<file path="src/rtl/multicycle_control.sv">
// Control FSM for the multicycle RV64 core: sequences fetch, decode, execute, memory and writeback.
// Define MULTICYCLE_CTRL_TRAP_EN to trap unknown opcodes and unsupported funct encodings.
module multicycle_control (
  input  logic        clk,
  input  logic        reset,
  input  logic [31:0] instruction,
  input  logic        alu_zero,
  input  logic        alu_equal,
  input  logic        alu_greater,
  input  logic        alu_less,
  output logic        PCWrite,
  output logic        PCWriteCond,
  output logic        PCWriteState,
  output logic [1:0]  PCSource,
  output logic [1:0]  ALUSrcA,
  output logic [1:0]  ALUSrcB,
  output logic [3:0]  ALUOp,
  output logic        LoadAOut,
  output logic        RegWrite,
  output logic        LoadRegA,
  output logic        LoadRegB,
  output logic        DMemOp,
  output logic        LoadMDR,
  output logic        IMemRead,
  output logic        IRWrite,
  output logic [1:0]  MemToReg,
  output logic [1:0]  LoadSplice,
  output logic [1:0]  StoreSplice,
  output logic        DataMemSrc,
  output logic        IntCause,
  output logic        EPCWrite,
  output logic        CauseWrite,
  output logic        halted
);

`ifdef MULTICYCLE_CTRL_TRAP_EN
  localparam bit TRAP_EN = 1'b1;
`else
  localparam bit TRAP_EN = 1'b0;
`endif

  localparam logic [6:0] OP_R      = 7'b0110011;
  localparam logic [6:0] OP_I      = 7'b0010011;
  localparam logic [6:0] OP_LUI    = 7'b0110111;
  localparam logic [6:0] OP_LOAD   = 7'b0000011;
  localparam logic [6:0] OP_STORE  = 7'b0100011;
  localparam logic [6:0] OP_BRANCH = 7'b1100011;
  localparam logic [6:0] OP_JAL    = 7'b1101111;
  localparam logic [6:0] OP_JALR   = 7'b1100111;
  localparam logic [6:0] OP_SYSTEM = 7'b1110011;

  localparam logic [3:0] ALU_ADD = 4'd1;
  localparam logic [3:0] ALU_SUB = 4'd2;
  localparam logic [3:0] ALU_AND = 4'd3;
  localparam logic [3:0] ALU_SLL = 4'd4;
  localparam logic [3:0] ALU_SRL = 4'd5;
  localparam logic [3:0] ALU_SRA = 4'd6;

  localparam logic [1:0] SRCA_PC   = 2'd0;
  localparam logic [1:0] SRCA_A    = 2'd1;
  localparam logic [1:0] SRCA_ZERO = 2'd2;
  localparam logic [1:0] SRCB_B    = 2'd0;
  localparam logic [1:0] SRCB_FOUR = 2'd1;
  localparam logic [1:0] SRCB_IMM  = 2'd2;

  localparam logic [1:0] PCSRC_ALU    = 2'd0;
  localparam logic [1:0] PCSRC_ALUOUT = 2'd1;
  localparam logic [1:0] PCSRC_IMEM   = 2'd2;

  localparam logic [1:0] WB_ALUOUT = 2'd0;
  localparam logic [1:0] WB_LOAD   = 2'd1;
  localparam logic [1:0] WB_PC     = 2'd2;

  typedef enum logic [4:0] {
    FETCH, IR_LOAD, DECODE, EXEC_R, EXEC_I, EXEC_LUI, WB_ALU, ADDR,
    MEM_RD, MEM_LATCH, WB_MEM, MEM_WR, BRANCH, PC_INC, JAL1, JAL2,
    JALR1, JALR2, HALT, EXC1, EXC2, EXC3
  } state_t;

  state_t state, state_nxt, state_tgt, dispatch;
  logic   booted;

  logic [6:0] opcode;
  logic [2:0] funct3;
  logic [6:0] funct7;
  logic       r_ok, i_ok, ld_ok, st_ok, br_ok, funct_trap, taken;
  logic [3:0] r_op, i_op;
  logic [1:0] load_splice, store_splice;
  logic       unused_bits;

  logic       PCWrite_d, PCWriteCond_d, LoadAOut_d, RegWrite_d, LoadRegA_d, LoadRegB_d;
  logic       DMemOp_d, LoadMDR_d, IMemRead_d, IRWrite_d;
  logic       DataMemSrc_d, IntCause_d, EPCWrite_d, CauseWrite_d, halted_d;
  logic [1:0] PCSource_d, ALUSrcA_d, ALUSrcB_d, MemToReg_d, LoadSplice_d, StoreSplice_d;
  logic [3:0] ALUOp_d;
  logic       pc_inc;

  assign opcode      = instruction[6:0];
  assign funct3      = instruction[14:12];
  assign funct7      = instruction[31:25];
  assign unused_bits = ^{alu_zero, instruction[24:15], instruction[11:7]};

  // Funct-field decode: supported encodings, ALU operation and access size
  always_comb begin
    r_ok         = 1'b0;
    r_op         = ALU_ADD;
    i_ok         = 1'b1;
    i_op         = ALU_ADD;
    ld_ok        = 1'b1;
    load_splice  = 2'd0;
    st_ok        = 1'b1;
    store_splice = 2'd0;
    br_ok        = 1'b1;
    taken        = 1'b0;
    if (funct3 == 3'b000 && funct7 == 7'b0000000) begin
      r_ok = 1'b1;
    end else if (funct3 == 3'b000 && funct7 == 7'b0100000) begin
      r_ok = 1'b1;
      r_op = ALU_SUB;
    end else if (funct3 == 3'b111 && funct7 == 7'b0000000) begin
      r_ok = 1'b1;
      r_op = ALU_AND;
    end
    case (funct3)
      3'b000:  i_op = ALU_ADD;
      3'b001:  i_op = ALU_SLL;
      3'b101:  i_op = instruction[30] ? ALU_SRA : ALU_SRL;
      default: i_ok = 1'b0;
    endcase
    case (funct3)
      3'b011:  load_splice = 2'd0;
      3'b010:  load_splice = 2'd1;
      3'b001:  load_splice = 2'd2;
      3'b100:  load_splice = 2'd3;
      default: ld_ok = 1'b0;
    endcase
    case (funct3)
      3'b011:  store_splice = 2'd0;
      3'b010:  store_splice = 2'd1;
      3'b001:  store_splice = 2'd2;
      3'b000:  store_splice = 2'd3;
      default: st_ok = 1'b0;
    endcase
    case (funct3)
      3'b000:  taken = alu_equal;
      3'b001:  taken = !alu_equal;
      3'b100:  taken = alu_less;
      3'b101:  taken = alu_greater | alu_equal;
      default: br_ok = 1'b0;
    endcase
  end

  // Opcodes whose trap reason is a bad funct field rather than an unknown opcode
  assign funct_trap = (opcode == OP_R) || (opcode == OP_I) || (opcode == OP_LOAD) ||
                      (opcode == OP_STORE) || (opcode == OP_BRANCH);

  assign PCWriteState = PCWrite | (PCWriteCond & taken);

  always_comb begin
    dispatch = TRAP_EN ? EXC1 : PC_INC;
    case (opcode)
      OP_R:      dispatch = (r_ok  || !TRAP_EN) ? EXEC_R : EXC1;
      OP_I:      dispatch = (i_ok  || !TRAP_EN) ? EXEC_I : EXC1;
      OP_LUI:    dispatch = EXEC_LUI;
      OP_LOAD:   dispatch = (ld_ok || !TRAP_EN) ? ADDR : EXC1;
      OP_STORE:  dispatch = (st_ok || !TRAP_EN) ? ADDR : EXC1;
      OP_BRANCH: dispatch = (br_ok || !TRAP_EN) ? BRANCH : EXC1;
      OP_JAL:    dispatch = JAL1;
      OP_JALR:   dispatch = JALR1;
      OP_SYSTEM: dispatch = HALT;
      default:   ;
    endcase
  end

  always_comb begin
    state_nxt = state;
    case (state)
      FETCH:     state_nxt = IR_LOAD;
      IR_LOAD:   state_nxt = DECODE;
      DECODE:    state_nxt = dispatch;
      EXEC_R, EXEC_I, EXEC_LUI: state_nxt = WB_ALU;
      ADDR:      state_nxt = (opcode == OP_LOAD) ? MEM_RD : MEM_WR;
      MEM_RD:    state_nxt = MEM_LATCH;
      MEM_LATCH: state_nxt = WB_MEM;
      BRANCH:    state_nxt = taken ? FETCH : PC_INC;
      JAL1:      state_nxt = JAL2;
      JALR1:     state_nxt = JALR2;
      HALT:      state_nxt = HALT;
      EXC1:      state_nxt = EXC2;
      EXC2:      state_nxt = EXC3;
      default:   state_nxt = FETCH;
    endcase
    // First edge after reset re-enters FETCH so its outputs become visible
    state_tgt = booted ? state_nxt : FETCH;
  end

  // Outputs for the state being entered; registered alongside the state
  always_comb begin
    pc_inc        = 1'b0;
    PCWrite_d     = 1'b0;
    PCWriteCond_d = 1'b0;
    PCSource_d    = 2'd0;
    ALUSrcA_d     = 2'd0;
    ALUSrcB_d     = 2'd0;
    ALUOp_d       = 4'd0;
    LoadAOut_d    = 1'b0;
    RegWrite_d    = 1'b0;
    LoadRegA_d    = 1'b0;
    LoadRegB_d    = 1'b0;
    DMemOp_d      = 1'b0;
    LoadMDR_d     = 1'b0;
    IMemRead_d    = 1'b0;
    IRWrite_d     = 1'b0;
    MemToReg_d    = 2'd0;
    LoadSplice_d  = 2'd0;
    StoreSplice_d = 2'd0;
    DataMemSrc_d  = 1'b0;
    IntCause_d    = 1'b0;
    EPCWrite_d    = 1'b0;
    CauseWrite_d  = 1'b0;
    halted_d      = 1'b0;
    case (state_tgt)
      FETCH:   IMemRead_d = 1'b1;
      IR_LOAD: IRWrite_d = 1'b1;
      DECODE: begin
        LoadRegA_d = 1'b1;
        LoadRegB_d = 1'b1;
        ALUSrcA_d  = SRCA_PC;
        ALUSrcB_d  = SRCB_IMM;
        ALUOp_d    = ALU_ADD;
        LoadAOut_d = 1'b1;
      end
      EXEC_R: begin
        ALUSrcA_d  = SRCA_A;
        ALUSrcB_d  = SRCB_B;
        ALUOp_d    = r_op;
        LoadAOut_d = 1'b1;
      end
      EXEC_I: begin
        ALUSrcA_d  = SRCA_A;
        ALUSrcB_d  = SRCB_IMM;
        ALUOp_d    = i_op;
        LoadAOut_d = 1'b1;
      end
      EXEC_LUI: begin
        ALUSrcA_d  = SRCA_ZERO;
        ALUSrcB_d  = SRCB_IMM;
        ALUOp_d    = ALU_ADD;
        LoadAOut_d = 1'b1;
      end
      ADDR: begin
        ALUSrcA_d  = SRCA_A;
        ALUSrcB_d  = SRCB_IMM;
        ALUOp_d    = ALU_ADD;
        LoadAOut_d = 1'b1;
      end
      WB_ALU: begin
        RegWrite_d = 1'b1;
        MemToReg_d = WB_ALUOUT;
        pc_inc     = 1'b1;
      end
      MEM_LATCH: LoadMDR_d = 1'b1;
      WB_MEM: begin
        RegWrite_d   = 1'b1;
        MemToReg_d   = WB_LOAD;
        LoadSplice_d = load_splice;
        pc_inc       = 1'b1;
      end
      MEM_WR: begin
        DMemOp_d      = 1'b1;
        StoreSplice_d = store_splice;
        pc_inc        = 1'b1;
      end
      BRANCH: begin
        ALUSrcA_d     = SRCA_A;
        ALUSrcB_d     = SRCB_B;
        ALUOp_d       = ALU_SUB;
        PCWriteCond_d = 1'b1;
        PCSource_d    = PCSRC_ALUOUT;
      end
      PC_INC, JAL1, JALR1: pc_inc = 1'b1;
      JAL2: begin
        RegWrite_d = 1'b1;
        MemToReg_d = WB_PC;
        PCSource_d = PCSRC_ALUOUT;
        PCWrite_d  = 1'b1;
      end
      JALR2: begin
        ALUSrcA_d  = SRCA_A;
        ALUSrcB_d  = SRCB_IMM;
        ALUOp_d    = ALU_ADD;
        PCSource_d = PCSRC_ALU;
        PCWrite_d  = 1'b1;
        RegWrite_d = 1'b1;
        MemToReg_d = WB_PC;
      end
      HALT: halted_d = 1'b1;
      EXC1: begin
        pc_inc     = 1'b1;
        IntCause_d = funct_trap;
      end
      EXC2: begin
        EPCWrite_d   = 1'b1;
        CauseWrite_d = 1'b1;
        DataMemSrc_d = 1'b1;
        IntCause_d   = funct_trap;
      end
      EXC3: begin
        DataMemSrc_d = 1'b1;
        PCSource_d   = PCSRC_IMEM;
        PCWrite_d    = 1'b1;
        IntCause_d   = funct_trap;
      end
      default: ;
    endcase
    if (pc_inc) begin
      ALUSrcA_d  = SRCA_PC;
      ALUSrcB_d  = SRCB_FOUR;
      ALUOp_d    = ALU_ADD;
      PCSource_d = PCSRC_ALU;
      PCWrite_d  = 1'b1;
    end
`ifndef MULTICYCLE_CTRL_TRAP_EN
    DataMemSrc_d = 1'b0;
    IntCause_d   = 1'b0;
    EPCWrite_d   = 1'b0;
    CauseWrite_d = 1'b0;
`endif
  end

  always_ff @(posedge clk or posedge reset) begin
    if (reset) begin
      state       <= FETCH;
      booted      <= 1'b0;
      PCWrite     <= 1'b0;
      PCWriteCond <= 1'b0;
      PCSource    <= 2'd0;
      ALUSrcA     <= 2'd0;
      ALUSrcB     <= 2'd0;
      ALUOp       <= 4'd0;
      LoadAOut    <= 1'b0;
      RegWrite    <= 1'b0;
      LoadRegA    <= 1'b0;
      LoadRegB    <= 1'b0;
      DMemOp      <= 1'b0;
      LoadMDR     <= 1'b0;
      IMemRead    <= 1'b0;
      IRWrite     <= 1'b0;
      MemToReg    <= 2'd0;
      LoadSplice  <= 2'd0;
      StoreSplice <= 2'd0;
      DataMemSrc  <= 1'b0;
      IntCause    <= 1'b0;
      EPCWrite    <= 1'b0;
      CauseWrite  <= 1'b0;
      halted      <= 1'b0;
    end else begin
      state       <= state_tgt;
      booted      <= 1'b1;
      PCWrite     <= PCWrite_d;
      PCWriteCond <= PCWriteCond_d;
      PCSource    <= PCSource_d;
      ALUSrcA     <= ALUSrcA_d;
      ALUSrcB     <= ALUSrcB_d;
      ALUOp       <= ALUOp_d;
      LoadAOut    <= LoadAOut_d;
      RegWrite    <= RegWrite_d;
      LoadRegA    <= LoadRegA_d;
      LoadRegB    <= LoadRegB_d;
      DMemOp      <= DMemOp_d;
      LoadMDR     <= LoadMDR_d;
      IMemRead    <= IMemRead_d;
      IRWrite     <= IRWrite_d;
      MemToReg    <= MemToReg_d;
      LoadSplice  <= LoadSplice_d;
      StoreSplice <= StoreSplice_d;
      DataMemSrc  <= DataMemSrc_d;
      IntCause    <= IntCause_d;
      EPCWrite    <= EPCWrite_d;
      CauseWrite  <= CauseWrite_d;
      halted      <= halted_d;
    end
  end

endmodule

</file>
<file path="config.mk">
export PLATFORM = sky130hd
export DESIGN_NAME = multicycle_control
export DESIGN_NICKNAME = d
export VERILOG_FILES = /design/src/rtl/multicycle_control.sv
export SDC_FILE = /design/constraint.sdc
export NUM_CORES = 1
export LEC_CHECK = 0
export ABC_AREA = 1
export ABC_CLOCK_PERIOD_IN_PS = 3810
export CAP_MARGIN = 10
export CORE_ASPECT_RATIO = 1.1
export CORE_MARGIN = 2
export CORE_UTILIZATION = 40
export CTS_CLUSTER_SIZE = 12
export DETAILED_ROUTE_END_ITERATION = 10
export PLACE_DENSITY = 0.73
export REMOVE_ABC_BUFFERS = 1
export SYNTH_ARGS = -nofsm -noshare
export SYNTH_HDL_FRONTEND = slang
export SYNTH_SLANG_ARGS = --single-unit
export TNS_END_PERCENT = 50
</file>
<file path="constraint.sdc">
create_clock -name clk -period 3.81 [get_ports clk]
set_input_delay 0.762 -clock clk [delete_from_list [all_inputs] [get_ports clk]]
set_output_delay 0.762 -clock clk [all_outputs]
set_load 0.01 [all_outputs]
</file>
==> results of run 1 <==
-- worst max-delay path, stage by stage --
cell	delay [ns]
clkdlybuf4s50_1	0.57
inv_1	0.09
nand3_1	0.08
nor2_1	0.05
nor2_1	0.18
nand2_1	0.09
a21o_1	0.16
clkdlybuf4s50_1	0.47
-- how the worst max path moves through the flow --
stage	end	start	cells after the start	slack [ns]
after floorplan	ALUOp[0]	instruction[14]	16	1.69
after global placement	PCWriteState	instruction[13]	8	0.58
after detailed placement	PCWriteState	instruction[13]	8	0.57
after CTS	PCWriteState	instruction[13]	8	0.57
after global routing	PCWriteState	instruction[14]	8	0.38
final	PCWriteState	instruction[13]	8	0.60
-- placed cells by master, fill, tap and decap left out, drive strengths merged, types with 6 or more instances in the layout --
cell type,instances
nand2,71
clkdlybuf4s50,48
nor2,40
inv,38
dfrtp,31
nand3,22
nor3,11
a21oi,8
clkbuf,7
conb,6
o21ai,6
-- routing by layer --
layer | vias to the layer above | part of all wire, % | global-route usage (%)
li1 | 892 | - | -
met5 | - | 0 | 0
met4 | 0 | 0.60 | 4.23
met3 | 4 | 4.9 | 3.70
met1 | 780 | 45 | 21.6
met2 | 47 | 50 | 27.6
-- power by group through the flow --
| stage | registers (W) | clock network (W) | logic [W] |
|---|---|---|---|
| 2_1_floorplan | 0.000452 | 0 | 0.000467 |
| 3_3_place_gp | 0.000437 | 0 | 0.000674 |
| 3_5_place_dp | 0.000438 | 0 | 0.000687 |
| 4_1_cts | 0.000432 | 0.000245 | 0.000689 |
| 5_1_grt | 0.000442 | 0.000256 | 0.000772 |
| 6_report | 0.000431 | 0.000234 | 0.000691 |
-- layout make-up --
type	instances	area (um2)
flip-flops and latches	31	776
clock buffers	7	76.3
multi-input cells	181	935
well taps	56	70.1
clock inverters	1	5.00
repair buffers	49	508
inverters	38	143
fillers	446	2110
-- registers in the layout, indices dropped and copies added (netlist names), 2 cells and up --
| signal | flops |
|---|---|
| ALUSrcA | 2 |
| ALUSrcB | 2 |
| LoadSplice | 2 |
| PCSource | 2 |
| state | 5 |
| MemToReg | 2 |
| StoreSplice | 2 |
| ALUOp | 3 |
-- per-stage QoR --
stage / total power, W / area, um2
5_1_grt: 0.00147 / 2510
3_5_place_dp: 0.00113 / 2400
2_1_floorplan: 0.000919 / 1850
4_1_cts: 0.00137 / 2480
6_report: 0.00136 / 2510
3_3_place_gp: 0.00111 / 2400
-- cell families (layout without fill, tap and decap cells) --
logic type	count (synthesis)	count (layout)	synth area share, %
simple gates	152	152	40.2
buf+inv	46	95	10.6
flops	31	31	40.9
compound gates	23	23	7.92
other cells	2	6	0.396
==> report_table.html, run 1 <==
<table>
<tr><th>Metric</th><th>Value</th></tr>
<tr><th colspan="2">Logic synthesis</th></tr>
<tr><td>Number of flops mapped to enable cells by yosys</td><td>0</td></tr>
<tr><td>Cell with the most instances after synthesis</td><td>nand2_1</td></tr>
<tr><td>Total of warnings raised by yosys</td><td>0</td></tr>
<tr><td>Portion of the post-synthesis area used by sequential elements</td><td>40.9%</td></tr>
<tr><td>Cell types with the largest area share after synthesis</td><td>dfrtp_1 (41%), nand2_1 (12%), inv_1 (6.9%)</td></tr>
<tr><td>Post-synthesis cell count</td><td>254</td></tr>
<tr><td>Proportion of netlist area held by the largest area contributor</td><td>40.9%</td></tr>
<tr><td>Yosys cell types</td><td>29</td></tr>
<tr><td>Top cells by instance count after synthesis</td><td>nand2_1 (62), inv_1 (35), nor2_1 (33)</td></tr>
<tr><td>Proportion of register bits with asynchronous set or reset after synthesis</td><td>100%</td></tr>
<tr><td>Flip-flop cell with the highest count after synthesis</td><td>dfrtp_1</td></tr>
<tr><td>Cell taking the most area after synthesis</td><td>dfrtp_1</td></tr>
<tr><td>Combined area of all synthesized cells</td><td>1900 um2</td></tr>
<tr><td>Mean post-synth cell area</td><td>7.46 um2</td></tr>
<tr><td>Flip-flop and latch count after synthesis</td><td>31</td></tr>
<tr><th colspan="2">Routing</th></tr>
<tr><td>Via count of the routed design</td><td>1723</td></tr>
<tr><td>DRC</td><td>0</td></tr>
<tr><td>Routed length per instance</td><td>10.9 um</td></tr>
<tr><td>Residual antenna-violating net count after detailed routing</td><td>0</td></tr>
<tr><td>Pre-antenna DRT Iters</td><td>4</td></tr>
<tr><td>Sum of routed wire length over all layers</td><td>3970 um</td></tr>
<tr><td>1st-iter DRT viols</td><td>58</td></tr>
<tr><td>Vias per inst</td><td>4.75</td></tr>
<tr><th colspan="2">Worst setup path</th></tr>
<tr><td>Required arrival time at the worst endpoint</td><td>3.05 ns</td></tr>
<tr><td>Number of cells on the worst reg-to-reg path</td><td>13</td></tr>
<tr><td>Slack of the worst reg-to-reg path</td><td>1.74 ns</td></tr>
<tr><td>Worst reg2reg path startpoint</td><td>state[4]</td></tr>
<tr><td>CP Max Fanout</td><td>6</td></tr>
<tr><td>Signal arrival time at the worst endpoint</td><td>2.45 ns</td></tr>
<tr><td>Worst Path Class, Setup</td><td>primary input to output port</td></tr>
<tr><td>Worst Setup End Kind</td><td>output port</td></tr>
<tr><td>Reg-to-reg critical path endpoint</td><td>PCWrite</td></tr>
<tr><td>Startpoint types</td><td>primary input</td></tr>
<tr><th colspan="2">Timing</th></tr>
<tr><td>Peak Freq</td><td>312 MHz</td></tr>
<tr><td>Headroom to the max-slew limit</td><td>57.6%</td></tr>
<tr><td>Final number of hold-violating endpoints</td><td>0</td></tr>
<tr><td>Worst Hold Slack</td><td>0.797 ns</td></tr>
<tr><td>Max Transition Viols Final</td><td>0</td></tr>
<tr><td>Number of setup violations in the final report</td><td>0</td></tr>
<tr><td>RSZ-0062 raised after global routing</td><td>false</td></tr>
<tr><td>Post-route setup slack</td><td>0.603 ns</td></tr>
<tr><td>Accumulated negative setup slack</td><td>0 ns</td></tr>
<tr><td>Fin crit share</td><td>84.2%</td></tr>
<tr><td>Layout Skew</td><td>0.00279 ns</td></tr>
<tr><td>Slew at the pin with the worst max-slew slack</td><td>0.635 ns</td></tr>
<tr><td>Final Critical Period</td><td>3.21 ns</td></tr>
<tr><th colspan="2">Power</th></tr>
<tr><td>Internal power</td><td>0.000789 W</td></tr>
<tr><td>Worst vdd ir</td><td>0.000245 V</td></tr>
<tr><td>Clock power share</td><td>17.3%</td></tr>
<tr><td>Share of total power consumed by net switching</td><td>41.8%</td></tr>
<tr><td>P per Cell Area</td><td>540 nW/um2</td></tr>
<tr><td>Power spent charging and discharging nets</td><td>0.000568 W</td></tr>
<tr><td>Leakage power figure</td><td>1.32 nW</td></tr>
<tr><td>Power share of the combinational group</td><td>51.0%</td></tr>
<tr><td>Power share of the sequential group</td><td>31.8%</td></tr>
<tr><th colspan="2">Placement</th></tr>
<tr><td>Setup slack at placement</td><td>0.574 ns</td></tr>
<tr><td># port buffers</td><td>48</td></tr>
<tr><td>Routability congestion estimate</td><td>0.861</td></tr>
<tr><td>Estimated wirelength of the detail-placed design</td><td>3210 um</td></tr>
<tr><td># placed instances</td><td>354</td></tr>
<tr><th colspan="2">Min path</th></tr>
<tr><td>Hold Crit Endpoint</td><td>state[0]</td></tr>
<tr><td>Hold Crit Start</td><td>booted</td></tr>
<tr><td>Worst hold path depth</td><td>2</td></tr>
<tr><td>Type of the most critical hold path</td><td>flop to flop</td></tr>
<tr><th colspan="2">CTS</th></tr>
<tr><td>Clock edge transition at the registers on the reported setup and hold paths</td><td>0.06 ns</td></tr>
<tr><td>Clock root buffer</td><td>clkbuf_8</td></tr>
<tr><td>Number of clock sinks</td><td>31</td></tr>
<tr><td>Buffer depth of the longest clock path</td><td>2</td></tr>
<tr><td>Clk Latency, worst-skew pair</td><td>0.27 ns</td></tr>
<tr><td>TritonCTS clock tree</td><td>done</td></tr>
<tr><td>H-tree lvl count</td><td>2</td></tr>
<tr><td>Hold Buf Count CTS</td><td>0</td></tr>
<tr><td>Cts repair resizes</td><td>0</td></tr>
<tr><td>Postcts setup bufs</td><td>0</td></tr>
<tr><td>Number of buffers created by CTS</td><td>5</td></tr>
<tr><th colspan="2">GRT</th></tr>
<tr><td>Number of global-route vias before repair</td><td>1646</td></tr>
<tr><td>Initial antenna violation count</td><td>0</td></tr>
<tr><td>Total routing usage reported by global routing</td><td>16.5%</td></tr>
<tr><td>Congestion Overflow GR</td><td>0</td></tr>
<tr><td>First-pass GRT wire length</td><td>7310 um</td></tr>
<tr><td>Pin count of the biggest net entering global routing</td><td>32</td></tr>
<tr><th colspan="2">Final layout</th></tr>
<tr><td>Number of nets at the end of the flow</td><td>344</td></tr>
<tr><td>Fraction of layout instances using a drive strength above 1</td><td>13.0%</td></tr>
<tr><td>Post-layout utilization of the core</td><td>54.4%</td></tr>
<tr><td>Antenna fix cells</td><td>0</td></tr>
<tr><td>Non-filler cells, final</td><td>363</td></tr>
<tr><td>P&amp;R area growth vs syn</td><td>32.5%</td></tr>
<tr><th colspan="2">Run</th></tr>
<tr><td>Max Cap Violations</td><td>0</td></tr>
<tr><th colspan="2">Floorplan</th></tr>
<tr><td>Overall die height</td><td>76.2 um</td></tr>
<tr><td>Full die area</td><td>5310 um2</td></tr>
<tr><td>Area inside the core boundary</td><td>4620 um2</td></tr>
<tr><td>Effective utilization at floorplan</td><td>41.0%</td></tr>
<tr><td>Width of the die</td><td>69.6 um</td></tr>
<tr><td>IO Count</td><td>70</td></tr>
<tr><td>Num rows</td><td>26</td></tr>
<tr><th colspan="2">Run status</th></tr>
<tr><td>Status</td><td>complete, no violations</td></tr>
</table>
Power figures use the tool's default switching activity.
==> run 2: changes to the inputs <==
ABC_CLOCK_PERIOD_IN_PS = 2800   (was 3810)
PLACE_DENSITY = 0.76   (was 0.73)
clock period = 2.8 ns   (was 3.81 ns; I/O delays follow)
==> report_table.html, run 2 (synthesized netlist as in run 1, its figures left out) <==
<table>
<tr><th>Metric</th><th>Value</th></tr>
<tr><th colspan="2">Run status</th></tr>
<tr><td>Status</td><td>complete, no violations</td></tr>
<tr><th colspan="2">Floorplan</th></tr>
<tr><td>Overall die height</td><td>76.2 um</td></tr>
<tr><td>Full die area</td><td>5310 um2</td></tr>
<tr><td>Effective utilization at floorplan</td><td>41.0%</td></tr>
<tr><td>Num rows</td><td>26</td></tr>
<tr><td>Width of the die</td><td>69.6 um</td></tr>
<tr><td>IO Count</td><td>70</td></tr>
<tr><td>Area inside the core boundary</td><td>4620 um2</td></tr>
<tr><th colspan="2">Timing</th></tr>
<tr><td>Final Critical Period</td><td>2.58 ns</td></tr>
<tr><td>Max Transition Viols Final</td><td>0</td></tr>
<tr><td>Accumulated negative setup slack</td><td>0 ns</td></tr>
<tr><td>RSZ-0062 raised after global routing</td><td>false</td></tr>
<tr><td>Peak Freq</td><td>388 MHz</td></tr>
<tr><td>Layout Skew</td><td>0.00402 ns</td></tr>
<tr><td>Fin crit share</td><td>92.1%</td></tr>
<tr><td>Final number of hold-violating endpoints</td><td>0</td></tr>
<tr><td>Number of setup violations in the final report</td><td>0</td></tr>
<tr><th colspan="2">Worst setup path</th></tr>
<tr><td>Worst reg2reg path startpoint</td><td>state[4]</td></tr>
<tr><td>Signal arrival time at the worst endpoint</td><td>2.02 ns</td></tr>
<tr><td>Worst Path Class, Setup</td><td>primary input to output port</td></tr>
<tr><td>Number of cells on the worst reg-to-reg path</td><td>15</td></tr>
<tr><td>CP Max Fanout</td><td>3</td></tr>
<tr><td>Required arrival time at the worst endpoint</td><td>2.24 ns</td></tr>
<tr><td>Reg-to-reg critical path endpoint</td><td>PCWrite</td></tr>
<tr><td>Startpoint types</td><td>primary input</td></tr>
<tr><td>Worst Setup End Kind</td><td>output port</td></tr>
<tr><td>Slack of the worst reg-to-reg path</td><td>0.72 ns</td></tr>
<tr><th colspan="2">Routing</th></tr>
<tr><td>Via count of the routed design</td><td>1779</td></tr>
<tr><td>Vias per inst</td><td>4.82</td></tr>
<tr><td>DRC</td><td>0</td></tr>
<tr><td>Pre-antenna DRT Iters</td><td>5</td></tr>
<tr><td>Sum of routed wire length over all layers</td><td>4060 um</td></tr>
<tr><td>1st-iter DRT viols</td><td>154</td></tr>
<tr><td>Routed length per instance</td><td>11.0 um</td></tr>
<tr><td>Residual antenna-violating net count after detailed routing</td><td>0</td></tr>
<tr><th colspan="2">Power</th></tr>
<tr><td>Leakage power figure</td><td>1.39 nW</td></tr>
<tr><td>Power share of the combinational group</td><td>47.9%</td></tr>
<tr><td>P per Cell Area</td><td>767 nW/um2</td></tr>
<tr><td>Worst vdd ir</td><td>0.000334 V</td></tr>
<tr><td>Share of total power consumed by net switching</td><td>40.0%</td></tr>
<tr><td>Clock power share</td><td>22.3%</td></tr>
<tr><td>Power share of the sequential group</td><td>29.8%</td></tr>
<tr><td>Power spent charging and discharging nets</td><td>0.000794 W</td></tr>
<tr><td>Internal power</td><td>0.00119 W</td></tr>
<tr><th colspan="2">Min path</th></tr>
<tr><td>Type of the most critical hold path</td><td>primary input to flop</td></tr>
<tr><td>Worst hold path depth</td><td>2</td></tr>
<tr><td>Hold Crit Endpoint</td><td>StoreSplice[0]</td></tr>
<tr><td>Hold Crit Start</td><td>instruction[12]</td></tr>
<tr><th colspan="2">Run</th></tr>
<tr><td>Max Cap Violations</td><td>0</td></tr>
<tr><th colspan="2">Final layout</th></tr>
<tr><td>Largest registers</td><td>state: 5 flops, ALUOp: 3 flops</td></tr>
<tr><td>P&amp;R area growth vs syn</td><td>36.4%</td></tr>
<tr><td>Leading cell types in the layout, fill and taps excluded</td><td>nand2_1 (62), clkdlybuf4s50_1 (45), inv_1 (35)</td></tr>
<tr><td>Top reg by flops</td><td>state</td></tr>
<tr><td>Non-filler cells, final</td><td>369</td></tr>
<tr><td>Most common library cell in the layout ignoring fill and taps</td><td>nand2_1</td></tr>
<tr><td>Number of nets at the end of the flow</td><td>350</td></tr>
<tr><td>Number of flip-flops under the largest register name</td><td>5</td></tr>
<tr><td>Final Cell Area</td><td>2590 um2</td></tr>
<tr><td>Fraction of layout instances using a drive strength above 1</td><td>16.0%</td></tr>
<tr><td>Antenna fix cells</td><td>0</td></tr>
<tr><th colspan="2">Placement</th></tr>
<tr><td>Estimated wirelength of the detail-placed design</td><td>3160 um</td></tr>
<tr><td>Post-DP Area</td><td>2450 um2</td></tr>
<tr><td>Routability congestion estimate</td><td>0.840</td></tr>
<tr><td># port buffers</td><td>48</td></tr>
<tr><td># placed instances</td><td>360</td></tr>
<tr><th colspan="2">CTS</th></tr>
<tr><td>Clk Latency, worst-skew pair</td><td>0.28 ns</td></tr>
<tr><td>Number of clock sinks</td><td>31</td></tr>
<tr><td>Buffer depth of the longest clock path</td><td>2</td></tr>
<tr><td>Clock edge transition at the registers on the reported setup and hold paths</td><td>0.06 ns</td></tr>
<tr><td>H-tree lvl count</td><td>2</td></tr>
<tr><td>Hold Buf Count CTS</td><td>0</td></tr>
<tr><td>TritonCTS clock tree</td><td>done</td></tr>
<tr><td>Number of buffers created by CTS</td><td>5</td></tr>
<tr><td>Clock root buffer</td><td>clkbuf_8</td></tr>
<tr><th colspan="2">GRT</th></tr>
<tr><td>Initial antenna violation count</td><td>0</td></tr>
<tr><td>Total routing usage reported by global routing</td><td>16.5%</td></tr>
<tr><td>Congestion Overflow GR</td><td>0</td></tr>
<tr><td>Number of global-route vias before repair</td><td>1692</td></tr>
<tr><td>Pin count of the biggest net entering global routing</td><td>32</td></tr>
<tr><td>First-pass GRT wire length</td><td>7160 um</td></tr>
</table>
run 2: cell types whose count changed in the layout (fill, tap and decap cells not counted), sizes merged:
cell,delta
buf,+6
clkdlybuf4s50,-3
dlymetal6s2s,+3
bufinv,+1
clkbuf,-1
run 2: per-layer routing:
layer,track usage [%],wire length [um],part of all wire [%],vias to the layer above
li1,-,-,-,908
met1,20.4,1710,42,810
met2,27.6,2080,51,54
met3,4.23,200,4.9,7
met4,6.54,65,1.6,0
met5,0,0,0,-
run 2: worst max-delay path by stage:
stage	start	to	slack, ns	cells after the start
6_report	alu_equal	PCWriteState	0.22	7
5_1_grt	alu_equal	PCWriteState	0.13	7
4_1_cts	instruction[14]	PCWriteState	0.007	8
3_5_place_dp	instruction[14]	PCWriteState	0.01	8
3_3_place_gp	instruction[14]	PCWriteState	0.04	8
2_1_floorplan	instruction[14]	ALUOp[0]	0.89	16
run 2: power groups by stage:
stage	Combinational, W	Clock, W	Sequential [W]
floorplan	0.000636	0	0.000615
global placement	0.000921	0	0.000594
detailed placement	0.000937	0	0.000600
CTS	0.000945	0.000452	0.000592
global route	0.00107	0.000472	0.000602
finish	0.000949	0.000443	0.000591
run 2: critical path, cell delays in order:
cell and delay (ns):
clkdlybuf4s50_1 0.45, nor2_1 0.10, nor2_1 0.05, nor2_1 0.14, nand2_1 0.08, a21o_1 0.16
clkdlybuf4s50_1 0.47
run 2: final cells by class:
| class | instances | area [um2] |
|---|---|---|
| sequential | 31 | 776 |
| clock inverter | 2 | 35.0 |
| timing repair buffer | 55 | 541 |
| inverter | 38 | 143 |
| fill | 436 | 2030 |
| tap | 56 | 70.1 |
| clock buffer | 6 | 82.6 |
| multi-input combinational | 181 | 940 |
run 2: metrics by stage:
| stage | hold WS, ns | util (%) | power [W] | worst slack [ns] |
|---|---|---|---|---|
| detailed placement | 0.777 | 53.0 | 0.00154 | 0.0109 |
| global route | 0.610 | 56.0 | 0.00214 | 0.127 |
| floorplan | 0.631 | - | 0.00125 | 0.886 |
| CTS | 0.671 | 55.6 | 0.00199 | 0.00726 |
| global placement | 0.768 | 53.0 | 0.00152 | 0.0374 |
| finish | 0.605 | 56.0 | 0.00198 | 0.221 |
run 2: timing repair:
action | 4_1_cts | 5_1_grt
endpoints found under the setup margin | 0 | 1
hold endpoints to repair | 0 | 0
resized for setup | 0 | 5
setup buffers | 0 | 1
==> RTL edit (config.mk and constraints of run 2) <==
Make the reset (`reset`) synchronous in one clocked block.
--- a/src/rtl/multicycle_control.sv
+++ b/src/rtl/multicycle_control.sv
@@ -330,3 +330,3 @@
 
-  always_ff @(posedge clk or posedge reset) begin
+  always_ff @(posedge clk) begin
     if (reset) begin
Formal check against the unedited RTL: differs if reset is asserted again (counterexample within 4 cycles, from zero or initial values and one cycle with reset high); with reset held inactive, the same outputs for 10 cycles.
==> RTL edit against run 2 <==
Wire length grew 10%. Count of clock-buffer cells in the layout unchanged. Sequential cell count unchanged. Cell area fell by 0.19%. Worst setup slack lost 76 ps. Die area up 2.5%. Synthesized area increased by 2.6%.
Power is not compared: it rests on default switching activity, and its combinational part moved more than twofold at a synthesized area within 25%.
==> RTL edit: results <==
group,metric,value,unit
final_layout,fin_area,2580,µm²
cts,cts_setup_buffers,0,
final_layout,fillers,461,
synthesis,async_flop_share,0,%
pwr,p_int,712,µW
pwr,p_leak,0.00126,µW
detailed_routing,drt_first_pass_iters,4,
cts,htree_levels,2,
synthesis,syn_inst,304,
grt,grt_pass1_vias,1887,
synthesis,netlist.area_leader.share,31.9,%
placed_design,pre_cts_slack,34.0,ps
cts,clock_path_buffers,2,
cts,clk_pin_slew,60,ps
grt,globalRouteMet3Util,4.99,%
synthesis,synthMuxAreaShare,0,%
final_layout,drive_gt1_share,16.7,%
outcome,status,"completed",
pwr,ir_drop,0.000304,V
synthesis,synth_compound_area_share,8.49,%
synthesis,ys_seq_area_share,31.9,%
placed_design,hpwlAfterDp,3590,µm
synthesis,ys_ff_latch,31,
grt,use_met2,30.6,%
timing,skew,4.45,ps
final_layout,finalNonFillerCells,416,
worst_hold_path,hold_path.class,"reg2reg",
placed_design,dp_cells,409,
detailed_routing,vias_per_cell,4.78,
grt,grt.total_usage,18.0,%
placed_design,placed_area,2490,µm²
synthesis,netlist_top_cells_count,"nand2_1, nor2_1, inv_1, dfxtp_1, nand3_1",
synthesis,synth.area.top_cells,"dfxtp_1, nand2_1, nor2_1, inv_1, nor2_2",
synthesis,synth_most_common_cell,"nand2_1",
setup_path,slowest_delay,560,ps
grt,grt_max_degree,14,
placed_design,place_congestion,0.949,
detailed_routing,drt_iter0_markers,130,
final_layout,fin_nets,398,
grt,grt_pass1_wl,8000,µm
pwr,pg_clk,339,µW
synthesis,synth_cell_types,32,
grt,grt_use_met1,21.5,%
detailed_routing,drt_wl_total,4470,µm
setup_path,worstPathMaxFanout,5,
RTL edit: cell families after synthesis:
family | count (synthesis)
simple gates | 194
buf+inv | 53
flops | 31
compound gates | 25
other cells | 1
RTL edit: area by class of cell:
cell class	count	share of cell area (%)
multi-input combinational	224	42.9
sequential	31	24.0
timing repair buffer	54	20.6
inverter	44	6.40
clock buffer	6	3.20
tap	56	2.71
clock inverter	1	0.194
RTL edit: worst paths after layout:
check / start / depth (start not counted) / endpoint / slack, ps
setup / recovery: instruction[14] / 6 / PCWriteState / 140
hold / removal: booted$_DFF_P_ / 2 / state[1]$_SDFF_PP0_ / 640
setup reg to reg: state[4]$_SDFF_PP0_ / 13 / ALUOp[1]$_SDFF_PP0_ / 690
hold reg to reg: booted$_DFF_P_ / 2 / state[1]$_SDFF_PP0_ / 640
RTL edit: per-layer routing:
metal | part of all wire [%] | wire length, µm
met5 | 0 | 0
met4 | 1.8 | 80
met3 | 5.0 | 223
met2 | 49 | 2210
met1 | 44 | 1950
